<file path="src/rtl/pipe_pkg.sv">
// pipe_pkg: encodings shared by the pipeline registers and the hazard controller
package pipe_pkg;
  typedef enum logic [1:0] {RUN = 2'd0, MEM_WAIT = 2'd1, ERROR = 2'd2} state_t;
  localparam logic [4:0] ZERO_REG = 5'd0;
  typedef struct packed {
    logic pc_en;
    logic ifid_en;
    logic idex_en;
    logic exmem_en;
    logic memwb_en;
    logic ifid_flush;
    logic idex_flush;
    logic exmem_flush;
    logic pc_sel;
  } ctrl_t;
  // all-zero control word: a bubble everywhere it is loaded
  localparam ctrl_t BUBBLE = '0;
endpackage

</file>
<file path="src/rtl/hazard_ctrl_if.sv">
// hazard_ctrl_if: decode/EX/MEM hazard inputs and pipeline register controls
interface hazard_ctrl_if #(parameter int CNT_W = 16);
  logic [4:0] IFID_rs, IFID_rt, IDEX_rt;
  logic IDEX_MemRead, EXMEM_Branch, EXMEM_ZF, EXMEM_jump, EXMEM_MemRead, EXMEM_MemWrite, mem_ready;
  logic pc_en, ifid_en, idex_en, exmem_en, memwb_en;
  logic ifid_flush, idex_flush, exmem_flush, pc_sel, mem_req;
  logic [1:0] state;
  logic mem_timeout;
  logic [CNT_W-1:0] stall_cnt, flush_cnt;
  modport master (
    output IFID_rs, IFID_rt, IDEX_rt, IDEX_MemRead, EXMEM_Branch, EXMEM_ZF, EXMEM_jump,
           EXMEM_MemRead, EXMEM_MemWrite, mem_ready,
    input  pc_en, ifid_en, idex_en, exmem_en, memwb_en, ifid_flush, idex_flush, exmem_flush,
           pc_sel, mem_req, state, mem_timeout, stall_cnt, flush_cnt
  );
  modport slave (
    input  IFID_rs, IFID_rt, IDEX_rt, IDEX_MemRead, EXMEM_Branch, EXMEM_ZF, EXMEM_jump,
           EXMEM_MemRead, EXMEM_MemWrite, mem_ready,
    output pc_en, ifid_en, idex_en, exmem_en, memwb_en, ifid_flush, idex_flush, exmem_flush,
           pc_sel, mem_req, state, mem_timeout, stall_cnt, flush_cnt
  );
endinterface

</file>
<file path="src/rtl/sat_counter.sv">
// sat_counter: up-counter that sticks at all-ones, async active-high reset
module sat_counter #(parameter int W = 16) (
  input  logic         clk,
  input  logic         rst,
  input  logic         inc,
  output logic [W-1:0] q
);
  always_ff @(posedge clk or posedge rst)
    if (rst) q <= '0;
    else if (inc && q != '1) q <= q + 1'b1;
endmodule

</file>
<file path="src/rtl/hazard_ctrl.sv">
// hazard_ctrl: load-use stalls, EX/MEM redirects and data-memory wait/timeout sequencing
module hazard_ctrl import pipe_pkg::*; #(
  parameter int MEM_TIMEOUT = 15,
  parameter int CNT_W = 16
) (
  input logic clkHAZ,
  input logic rstHAZ,
  hazard_ctrl_if.slave hz
);
  localparam int TW = MEM_TIMEOUT > 1 ? $clog2(MEM_TIMEOUT) : 1;
  localparam ctrl_t RUN_C = 9'b11111_000_0;
  localparam ctrl_t LU_C  = 9'b00111_010_0;
  localparam ctrl_t TKN_C = 9'b11111_111_1;
  state_t st, st_n;
  logic [TW-1:0] tmr, tmr_n;
  logic tmo_q, tmo_n, stall_inc, flush_inc, memop, taken, lu;
  ctrl_t c, run_c, o;
  assign memop = hz.EXMEM_MemRead | hz.EXMEM_MemWrite;
  assign taken = (hz.EXMEM_Branch & hz.EXMEM_ZF) | hz.EXMEM_jump;
  assign lu = hz.IDEX_MemRead && hz.IDEX_rt != ZERO_REG &&
              (hz.IDEX_rt == hz.IFID_rs || hz.IDEX_rt == hz.IFID_rt);
  assign run_c = taken ? TKN_C : lu ? LU_C : RUN_C;
  // a redirect only fires on a cycle where EX/MEM advances, so a held branch is taken once on release
  always_comb begin
    c = BUBBLE;
    st_n = st;
    tmr_n = tmr;
    tmo_n = tmo_q;
    stall_inc = 1'b0;
    flush_inc = 1'b0;
    if (st == RUN && memop && !hz.mem_ready) begin
      st_n = MEM_WAIT;
      tmr_n = TW'(MEM_TIMEOUT - 1);
      stall_inc = 1'b1;
    end else if (st == MEM_WAIT && !hz.mem_ready) begin
      if (tmr == '0) begin
        st_n = ERROR;
        tmo_n = 1'b1;
      end else begin
        tmr_n = tmr - 1'b1;
        stall_inc = 1'b1;
      end
    end else if (st != ERROR) begin
      c = run_c;
      st_n = RUN;
      flush_inc = taken;
      stall_inc = !taken && lu;
    end
  end
  always_ff @(posedge clkHAZ or posedge rstHAZ)
    if (rstHAZ) begin
      st <= RUN;
      tmr <= '0;
      tmo_q <= 1'b0;
    end else begin
      st <= st_n;
      tmr <= tmr_n;
      tmo_q <= tmo_n;
    end
  assign o = rstHAZ ? BUBBLE : c;
  assign {hz.pc_en, hz.ifid_en, hz.idex_en, hz.exmem_en, hz.memwb_en,
          hz.ifid_flush, hz.idex_flush, hz.exmem_flush, hz.pc_sel} = o;
  assign hz.mem_req = !rstHAZ && memop && st != ERROR;
  assign hz.state = st;
  assign hz.mem_timeout = tmo_q;
  sat_counter #(.W(CNT_W)) u_stall (.clk(clkHAZ), .rst(rstHAZ), .inc(stall_inc), .q(hz.stall_cnt));
  sat_counter #(.W(CNT_W)) u_flush (.clk(clkHAZ), .rst(rstHAZ), .inc(flush_inc), .q(hz.flush_cnt));
endmodule

</file>
<file path="src/flat_wrapper.sv">
// flat-port wrapper written by rule: the top's interface ports become plain ports
module hazard_ctrl_flat import pipe_pkg::*;
#(
  parameter int MEM_TIMEOUT = 15,
  parameter int CNT_W = 16
)
  (clkHAZ, rstHAZ, hz_IFID_rs, hz_IFID_rt, hz_IDEX_rt, hz_IDEX_MemRead, hz_EXMEM_Branch, hz_EXMEM_ZF, hz_EXMEM_jump, hz_EXMEM_MemRead, hz_EXMEM_MemWrite, hz_mem_ready, hz_pc_en, hz_ifid_en, hz_idex_en, hz_exmem_en, hz_memwb_en, hz_ifid_flush, hz_idex_flush, hz_exmem_flush, hz_pc_sel, hz_mem_req, hz_state, hz_mem_timeout, hz_stall_cnt, hz_flush_cnt);
  hazard_ctrl_if #(.CNT_W(CNT_W)) hz_i ();
  input logic clkHAZ;
  input logic rstHAZ;
  input wire logic [$bits(hz_i.IFID_rs)-1:0] hz_IFID_rs;
  input wire logic [$bits(hz_i.IFID_rt)-1:0] hz_IFID_rt;
  input wire logic [$bits(hz_i.IDEX_rt)-1:0] hz_IDEX_rt;
  input wire logic [$bits(hz_i.IDEX_MemRead)-1:0] hz_IDEX_MemRead;
  input wire logic [$bits(hz_i.EXMEM_Branch)-1:0] hz_EXMEM_Branch;
  input wire logic [$bits(hz_i.EXMEM_ZF)-1:0] hz_EXMEM_ZF;
  input wire logic [$bits(hz_i.EXMEM_jump)-1:0] hz_EXMEM_jump;
  input wire logic [$bits(hz_i.EXMEM_MemRead)-1:0] hz_EXMEM_MemRead;
  input wire logic [$bits(hz_i.EXMEM_MemWrite)-1:0] hz_EXMEM_MemWrite;
  input wire logic [$bits(hz_i.mem_ready)-1:0] hz_mem_ready;
  output wire logic [$bits(hz_i.pc_en)-1:0] hz_pc_en;
  output wire logic [$bits(hz_i.ifid_en)-1:0] hz_ifid_en;
  output wire logic [$bits(hz_i.idex_en)-1:0] hz_idex_en;
  output wire logic [$bits(hz_i.exmem_en)-1:0] hz_exmem_en;
  output wire logic [$bits(hz_i.memwb_en)-1:0] hz_memwb_en;
  output wire logic [$bits(hz_i.ifid_flush)-1:0] hz_ifid_flush;
  output wire logic [$bits(hz_i.idex_flush)-1:0] hz_idex_flush;
  output wire logic [$bits(hz_i.exmem_flush)-1:0] hz_exmem_flush;
  output wire logic [$bits(hz_i.pc_sel)-1:0] hz_pc_sel;
  output wire logic [$bits(hz_i.mem_req)-1:0] hz_mem_req;
  output wire logic [$bits(hz_i.state)-1:0] hz_state;
  output wire logic [$bits(hz_i.mem_timeout)-1:0] hz_mem_timeout;
  output wire logic [$bits(hz_i.stall_cnt)-1:0] hz_stall_cnt;
  output wire logic [$bits(hz_i.flush_cnt)-1:0] hz_flush_cnt;
  assign hz_i.IFID_rs = hz_IFID_rs;
  assign hz_i.IFID_rt = hz_IFID_rt;
  assign hz_i.IDEX_rt = hz_IDEX_rt;
  assign hz_i.IDEX_MemRead = hz_IDEX_MemRead;
  assign hz_i.EXMEM_Branch = hz_EXMEM_Branch;
  assign hz_i.EXMEM_ZF = hz_EXMEM_ZF;
  assign hz_i.EXMEM_jump = hz_EXMEM_jump;
  assign hz_i.EXMEM_MemRead = hz_EXMEM_MemRead;
  assign hz_i.EXMEM_MemWrite = hz_EXMEM_MemWrite;
  assign hz_i.mem_ready = hz_mem_ready;
  assign hz_pc_en = hz_i.pc_en;
  assign hz_ifid_en = hz_i.ifid_en;
  assign hz_idex_en = hz_i.idex_en;
  assign hz_exmem_en = hz_i.exmem_en;
  assign hz_memwb_en = hz_i.memwb_en;
  assign hz_ifid_flush = hz_i.ifid_flush;
  assign hz_idex_flush = hz_i.idex_flush;
  assign hz_exmem_flush = hz_i.exmem_flush;
  assign hz_pc_sel = hz_i.pc_sel;
  assign hz_mem_req = hz_i.mem_req;
  assign hz_state = hz_i.state;
  assign hz_mem_timeout = hz_i.mem_timeout;
  assign hz_stall_cnt = hz_i.stall_cnt;
  assign hz_flush_cnt = hz_i.flush_cnt;
  hazard_ctrl #(.MEM_TIMEOUT(MEM_TIMEOUT), .CNT_W(CNT_W)) u_core (.clkHAZ(clkHAZ), .rstHAZ(rstHAZ), .hz(hz_i));
endmodule
</file>
<file path="config.mk">
export PLATFORM = sky130hd
export DESIGN_NAME = hazard_ctrl_flat
export DESIGN_NICKNAME = d
export VERILOG_FILES = /design/src/rtl/pipe_pkg.sv /design/src/rtl/hazard_ctrl_if.sv /design/src/rtl/sat_counter.sv /design/src/rtl/hazard_ctrl.sv /design/src/flat_wrapper.sv
export SDC_FILE = /design/constraint.sdc
export NUM_CORES = 1
export LEC_CHECK = 0
export ABC_CLOCK_PERIOD_IN_PS = 2700
export BUFFER_PORTS_ARGS = -buffer_cell sky130_fd_sc_hd__buf_4
export CAP_MARGIN = 20
export CORE_MARGIN = 2
export CORE_UTILIZATION = 39
export DETAILED_ROUTE_END_ITERATION = 6
export GPL_TIMING_DRIVEN = 0
export PLACE_DENSITY = 0.64
export SYNTH_ARGS = -nofsm -noshare
export SYNTH_HDL_FRONTEND = slang
export SYNTH_SLANG_ARGS = --single-unit
</file>
<file path="constraint.sdc">
create_clock -name clkHAZ -period 2.7 [get_ports clkHAZ]
set_input_delay 0.135 -clock clkHAZ [delete_from_list [all_inputs] [get_ports clkHAZ]]
set_output_delay 0.135 -clock clkHAZ [all_outputs]
set_load 0.1 [all_outputs]
</file>
==> run metrics, run 1 <==
ys async rst share=100%; Worst-Margin Slew=0.823 ns; pin count of the biggest net entering global routing=41; total CTS buffers=5; CP cell instances=ha_1, and2_1, clkbuf_1, nor2b_1, a41oi_4, buf_6, nand4_4, xnor2_2; Post-Route WL=4270 um; first-pass GRT wire length=7220 um; die width=78.0 um; P_sw=1.32 mW; R2R setup slack=0.56 ns; end of the critical path=u_core.u_stall.q[10]$_DFFE_PP0P_; synthesis-to-finish area growth=34.2%; Max-Cap Viols=0; H-tree levels=2; Remaining DRCs=0; Crit path max-delay family=simple AND/OR/NAND/NOR gates; data required time of the critical path=2.88 ns; Via density=4.86; outcome=finished, final reports clean; clock-pin slew on the worst setup and hold paths=0.08 ns; Starting Density=41.0%; CTS Hold Bufs=0; RR Endpoint=u_core.u_stall.q[10]$_DFFE_PP0P_; Row Count=26; Worst setup EP type=flop; FF+latch count, synth=39; vias in the first global route=1599; # setup viols final=0; Longest Clk Path Bufs=2; max incr delay on CP=0.42 ns; complex-gate fraction of the synthesized area=6.57%; gr ovfl total=0; Switching Share=50.1%; RSZ-0062 raised after global routing=false; global route hottest layer=met2; post-synthesis cell type count=41; final worst clock skew=0.00650 ns; final slew viol count=0; Cells after Synth=196; Core Box Area=5200 um2; pwr dens=918 nW/um2; DIE AREA=6080 um2; CP max stage cell=dfrtp_1; mapped cell area=2130 um2; leakage power=1.31 nW; largest family of logic cells by synthesized area=simple AND/OR/NAND/NOR gates; post-synthesis mux area share=2.11%; final hold vios=0; gr usage total=14.8%; Reg2Reg Depth=8; Total Neg Setup Slack=0 ns; crit-path max FO=10; vias=1663; CTS root buf=clkbuf_8; P_int=1.31 mW; initial detailed-routing violation count=30; Worst Path Buf+Inv=2; crit path time final=2.14 ns; Tcrit/Tclk final=79.1%; TritonCTS sink count=39; HP Class=input pin to async pin; register area share after synthesis=45.7%; Post-CTS Setup Bufs=0; gpl congestion=0.747; Worst Path Arrival=2.31 ns; post-cts gate resize count=0; GR Layer Usage met3=3.60%; crit start category=flop; Yosys warnings=0; Critical Path Source=u_core.u_stall.q[0]$_DFFE_PP0P_; Clk Latency, worst-skew pair=0.29 ns; RR Startpoint=u_core.u_stall.q[0]$_DFFE_PP0P_; Die Height=78.0 um; M2 GR Usage=25.3%; CTS tree=built; num ports=69; Peak VDD IR=0.786 mV; layout cells sized above 1=39.0%; Adder-Cell Fraction of Synth Area=2.34%; relative slew slack=45.0%; dominant synthesized flop cell=dfrtp_1; ant diodes=0; area share of xor/xnor cells in the synthesized design=15.9%; EDFF count, synth=0; Logic pwr share=49.4%; routed len/inst=12.5 um; GR Layer Usage met1=18.5%; PortBufs=68; Post-Synth Simple-Gate Area=23.8%; Nets=299; CP Class=flop to flop; Seq pwr share=31.6%; router iterations before antenna repair=4; Pwr Total=2.63 mW; Levels on crit path=8; Final HPWL DP=3230 um; post-route ant nets=0; initial antenna violation count=0; syn_area_per_cell=10.9 um2; fmax=0.468 GHz; post-synth net total=224; clock share of power=19.0%
## per-stage QoR
step	instance area, um2	utilization [%]	worst slack [ns]	hold WS (ns)	instances
after global routing	2860	55.0	0.382	0.105	342
after detailed placement	2750	52.8	0.560	0.381	334
after floorplan	2150	-	-0.414	0.327	196
after global placement	2750	52.8	0.0907	0.453	334
final	2860	55.0	0.564	0.0266	342
after CTS	2860	55.0	0.549	0.0660	342
## cells in the mapped netlist, types with 5 or more instances
cell | instances | area, um2
dfrtp_1 | 39 | 976
nand3_1 | 12 | 60.1
xnor2_1 | 33 | 289
a21oi_1 | 5 | 25.0
nand4_1 | 11 | 68.8
nor2b_1 | 5 | 31.3
inv_1 | 5 | 18.8
buf_4 | 5 | 37.5
nand3_2 | 5 | 50.1
nor2_1 | 8 | 30.0
nand2b_1 | 5 | 31.3
nand2_1 | 14 | 52.6
## cell families (layout without fill, tap and decap cells)
family / count (synthesis) / in the layout
AO/OA/AOI/OAI: 16 / 16
multiplexers: 4 / 4
AND/OR/NAND/NOR: 82 / 82
XOR/XNOR: 38 / 38
buffers and inverters: 13 / 89
flip-flops: 39 / 39
adder cells (fa/ha/maj): 4 / 4
## worst register-to-register path, stage by stage, from the launching register on
cell and delay [ns]:
dfrtp_1 0.42, ha_1 0.22, and2_1 0.15, clkbuf_1 0.22
nor2b_1 0.24, a41oi_4 0.30, buf_6 0.21, nand4_4 0.12
xnor2_2 0.15
## final cells by class
class,count,area (um2)
flip-flops and latches,39,976
well taps,70,87.6
multi-input cells,144,1100
inverters,5,18.8
repair buffers,68,510
clock buffers,6,82.6
plain buffers,8,56.3
clock inverters,2,35.0
fillers,474,2340
## metal layers
metal  vias to the layer above  share of wire (%)
li1                        828                  -
met1                       799                 47
met2                        31                 49
met3                         5                4.1
met4                         0               0.82
met5                         -                  0
## registers in the layout, summed over array words and instances (netlist names)
register,cells
u_core.u_flush.q,16
u_core.u_stall.q,16
u_core.tmr,4
u_core.hz.state,2
u_core.hz.mem_timeout,1
## worst min-delay path by stage
stage                                                  from                                end  slack (ns)  depth (start not counted)
final                                                rstHAZ  u_core.hz.mem_timeout$_DFFE_PP0P_        0.03                          2
after global routing                                 rstHAZ   u_core.u_flush.q[13]$_DFFE_PP0P_        0.10                          2
after CTS                                            rstHAZ   u_core.u_flush.q[14]$_DFFE_PP0P_        0.07                          2
after detailed placement                             rstHAZ  u_core.hz.mem_timeout$_DFFE_PP0P_        0.38                          2
after global placement    u_core.hz.mem_timeout$_DFFE_PP0P_  u_core.hz.mem_timeout$_DFFE_PP0P_        0.45                          1
after floorplan                                hz_mem_ready     u_core.hz.state[1]$_DFFE_PP0P_        0.33                          3
## layout by cell type (no fill, tap or decap), types with 5 or more instances in the layout
cell type	Yosys	final
xnor2_1	33	33
nand4_1	11	11
nand3_1	12	12
nand3_2	5	5
nor2_1	8	7
dfrtp_1	39	39
buf_4	5	73
nand2b_1	5	5
clkbuf_8	0	6
a21oi_1	5	5
nor2b_1	5	5
nand2_1	14	14
## power groups by stage
stage | clock, mW | combinational [mW] | sequential, mW
after floorplan | 0 | 0.375 | 1.49
after global placement | 0 | 1.30 | 0.840
after detailed placement | 0 | 1.31 | 0.840
after CTS | 0.515 | 1.31 | 0.830
after global routing | 0.537 | 1.36 | 0.855
final | 0.499 | 1.30 | 0.830
Power figures use the tool's default switching activity.
==> run 2: changes to the inputs <==
Settings changed: ABC_CLOCK_PERIOD_IN_PS 2700 to 2000.
Clock period 2.7 ns to 2 ns, I/O delays scaled along.
==> run 2 against run 1 <==
Compared with the run above:
- the flow now finishes with violations (hold timing, setup timing)
- sequential power increased by 43%
- clock skew decreased by 0.00089 ns
- non-clock buffer count increased by 9
- first-iteration DRC count increased by 40%
- critical endpoint is now u_core.u_stall.q[0]$_DFFE_PP0P_
- die area unchanged
==> run metrics, run 2 (synthesized netlist as in run 1, its figures left out) <==
outcome=complete, but fails checks (was finished, final reports clean); failing checks=hold timing, setup timing; Worst Path Buf+Inv=2 (unchanged); P_sw=1.84 mW (was 1.32 mW); Die Height=78.0 um (unchanged); Seq pwr share=33.3% (was 31.6%); synthesis-to-finish area growth=49.9% (was 34.2%); ant diodes=0 (unchanged); Pwr Total=3.59 mW (was 2.63 mW); post-route ant nets=0 (unchanged); Nets=309 (was 299); routed len/inst=13.6 um (was 12.5 um); layout cells sized above 1=55.7% (was 39.0%); DIE AREA=6080 um2 (unchanged); H-tree levels=2 (unchanged); Remaining DRCs=0 (unchanged); Via density=4.94 (was 4.86); CTS root buf=clkbuf_8 (unchanged); gpl congestion=0.772 (was 0.747); gr ovfl total=0 (unchanged); leakage power=1.35 nW (was 1.31 nW); pwr dens=1120 nW/um2 (was 918 nW/um2); Starting Density=41.0% (unchanged); max incr delay on CP=0.57 ns (was 0.42 ns); RR Startpoint=u_core.hz.state[0]$_DFFE_PP0P_ (was u_core.u_stall.q[0]$_DFFE_PP0P_); vias in the first global route=1772 (was 1599); P_int=1.75 mW (was 1.31 mW); router iterations before antenna repair=4 (unchanged); CP Class=flop to flop (unchanged); RSZ-0062 raised after global routing=true (was false); Levels on crit path=7 (was 8); data required time of the critical path=2.21 ns (was 2.88 ns); PortBufs=68 (unchanged); Core Box Area=5200 um2 (unchanged); Total Neg Setup Slack=-0.101 ns (was 0 ns); Setup WS post-layout=-0.0346 ns (was 0.564 ns); Worst-Margin Slew=0.925 ns (was 0.823 ns); vias=1739 (was 1663); total CTS buffers=5 (unchanged); TritonCTS sink count=39 (unchanged); initial detailed-routing violation count=42 (was 30); most frequent cells in the layout=buf_4 (68), xnor2_1 (33), dfrtp_2 (19), nand2_1 (14), dfrtp_1 (12) (was buf_4 (73), dfrtp_1 (39), xnor2_1 (33), nand2_1 (14), nand3_1 (12)); Switching Share=51.2% (was 50.1%); HP Class=input pin to async pin (unchanged); fmax=0.491 GHz (was 0.468 GHz); final slew viol count=0 (unchanged); crit path time final=2.03 ns (was 2.14 ns); crit-path max FO=10 (unchanged); Critical Path Source=u_core.hz.state[0]$_DFFE_PP0P_ (was u_core.u_stall.q[0]$_DFFE_PP0P_); Longest Clk Path Bufs=2 (unchanged); Peak VDD IR=0.934 mV (was 0.786 mV); Row Count=26 (unchanged); Crit path max-delay family=simple AND/OR/NAND/NOR gates (unchanged); CP cell instances=or4_4, nand2_4, a31oi_4, a41oi_4, buf_6, buf_4, xor2_1 (was ha_1, and2_1, clkbuf_1, nor2b_1, a41oi_4, buf_6, nand4_4, xnor2_2); final hold vios=20 (was 0); pin count of the biggest net entering global routing=21 (was 41); Reg area=1030 um2 (was 976 um2); # setup viols final=8 (was 0); area of the multi-input gates=1230 um2 (was 1100 um2); Reg2Reg Depth=7 (was 8); Max-Cap Viols=0 (unchanged); CTS tree=built (unchanged); clock-pin slew on the worst setup and hold paths=0.08 ns (about the same); hold_ws=-0.00935 ns (was 0.0266 ns); num ports=69 (unchanged); Fill cells=449 (was 474); Worst Path Arrival=2.24 ns (was 2.31 ns); crit start category=flop (unchanged); die width=78.0 um (unchanged); Post-Route WL=4790 um (was 4270 um); Logic pwr share=52.4% (was 49.4%); CP max stage cell=or4_4 (was dfrtp_1); top flop regs=u_core.u_flush.q: 16 flops, u_core.u_stall.q: 16 flops, u_core.tmr: 4 flops (unchanged); Clk Latency, worst-skew pair=0.29 ns (about the same); gr usage total=17.0% (was 14.8%); Final HPWL DP=3380 um (was 3230 um); relative slew slack=38.1% (was 45.0%); initial antenna violation count=0 (unchanged); Tcrit/Tclk final=102% (was 79.1%); first-pass GRT wire length=8350 um (was 7220 um); Worst setup EP type=flop (unchanged); most common cell after layout, fill and taps aside=buf_4 (unchanged); final worst clock skew=0.00561 ns (was 0.00650 ns); Design Area, Final=3200 um2 (was 2860 um2); DP Area=2930 um2 (was 2750 um2); clock share of power=14.4% (was 19.0%)
-- run 2: cell count changes in the layout (fill, tap and decap cells not counted), sizes merged --
| cell | before | now |
|---|---|---|
| dlygate4sd3 | 0 | 1 |
| clkinvlp | 0 | 3 |
| inv | 5 | 3 |
| buf | 74 | 83 |
| bufinv | 1 | 0 |
-- run 2: layout make-up --
class | instances | area share, %
clock inverters | 1 | 0.156
well taps | 70 | 2.74
multi-input cells | 144 | 38.6
inverters | 5 | 0.821
plain buffers | 7 | 3.32
repair buffers | 78 | 19.7
repair inverters | 1 | 0.156
clock buffers | 7 | 2.38
flip-flops and latches | 39 | 32.2
-- run 2: power by group through the flow --
| stage | logic [mW] | registers [mW] | clock network (mW) |
|---|---|---|---|
| floorplan | 0.545 | 2.07 | 0 |
| global placement | 1.80 | 1.20 | 0 |
| detailed placement | 1.82 | 1.20 | 0 |
| CTS | 1.88 | 1.19 | 0.535 |
| global route | 1.99 | 1.23 | 0.571 |
| finish | 1.88 | 1.19 | 0.515 |
-- run 2: repair_timing --
item / 4_1_cts / 5_1_grt
endpoints found under the setup margin: 29 / 33
hold buffers: 1 / 0
gates cloned: 1 / 0
setup buffers: 8 / 1
hold endpoints to repair: 19 / 0
pin swaps: 7 / 1
resized for setup: 13 / 14
-- run 2: through the flow --
step	hold WS, ns	utilization [%]	cells	worst slack [ns]
CTS	0.0189	60.1	351	-0.0341
finish	-0.00935	61.5	352	-0.0346
detailed placement	0.359	56.2	334	-0.153
floorplan	0.0882	-	196	-0.187
global route	0.0490	61.5	352	-0.0919
global placement	0.349	56.2	334	-0.129
-- run 2: final timing paths --
| path | end | slack (ns) |
|---|---|---|
| hold reg to reg | u_core.hz.mem_timeout$_DFFE_PP0P_ | 0.47 |
| hold / removal | u_core.u_flush.q[5]$_DFFE_PP0P_ | -0.009 |
| max in group asynchronous | u_core.u_stall.q[5]$_DFFE_PP0P_ | 0.67 |
| setup / recovery | u_core.u_stall.q[0]$_DFFE_PP0P_ | -0.03 |
| setup reg to reg | u_core.u_stall.q[0]$_DFFE_PP0P_ | -0.03 |
| min in group clkHAZ | u_core.hz.state[1]$_DFFE_PP0P_ | 0.15 |
-- run 2: routing by layer --
metal  vias to the layer above  share of wire [%]  global-route usage [%]
met2                        53                 49                    28.4
li1                        853                  -                       -
met5                         -                  0                       0
met4                         0                1.0                    4.21
met1                       827                 44                    22.7
met3                         6                6.1                    3.49
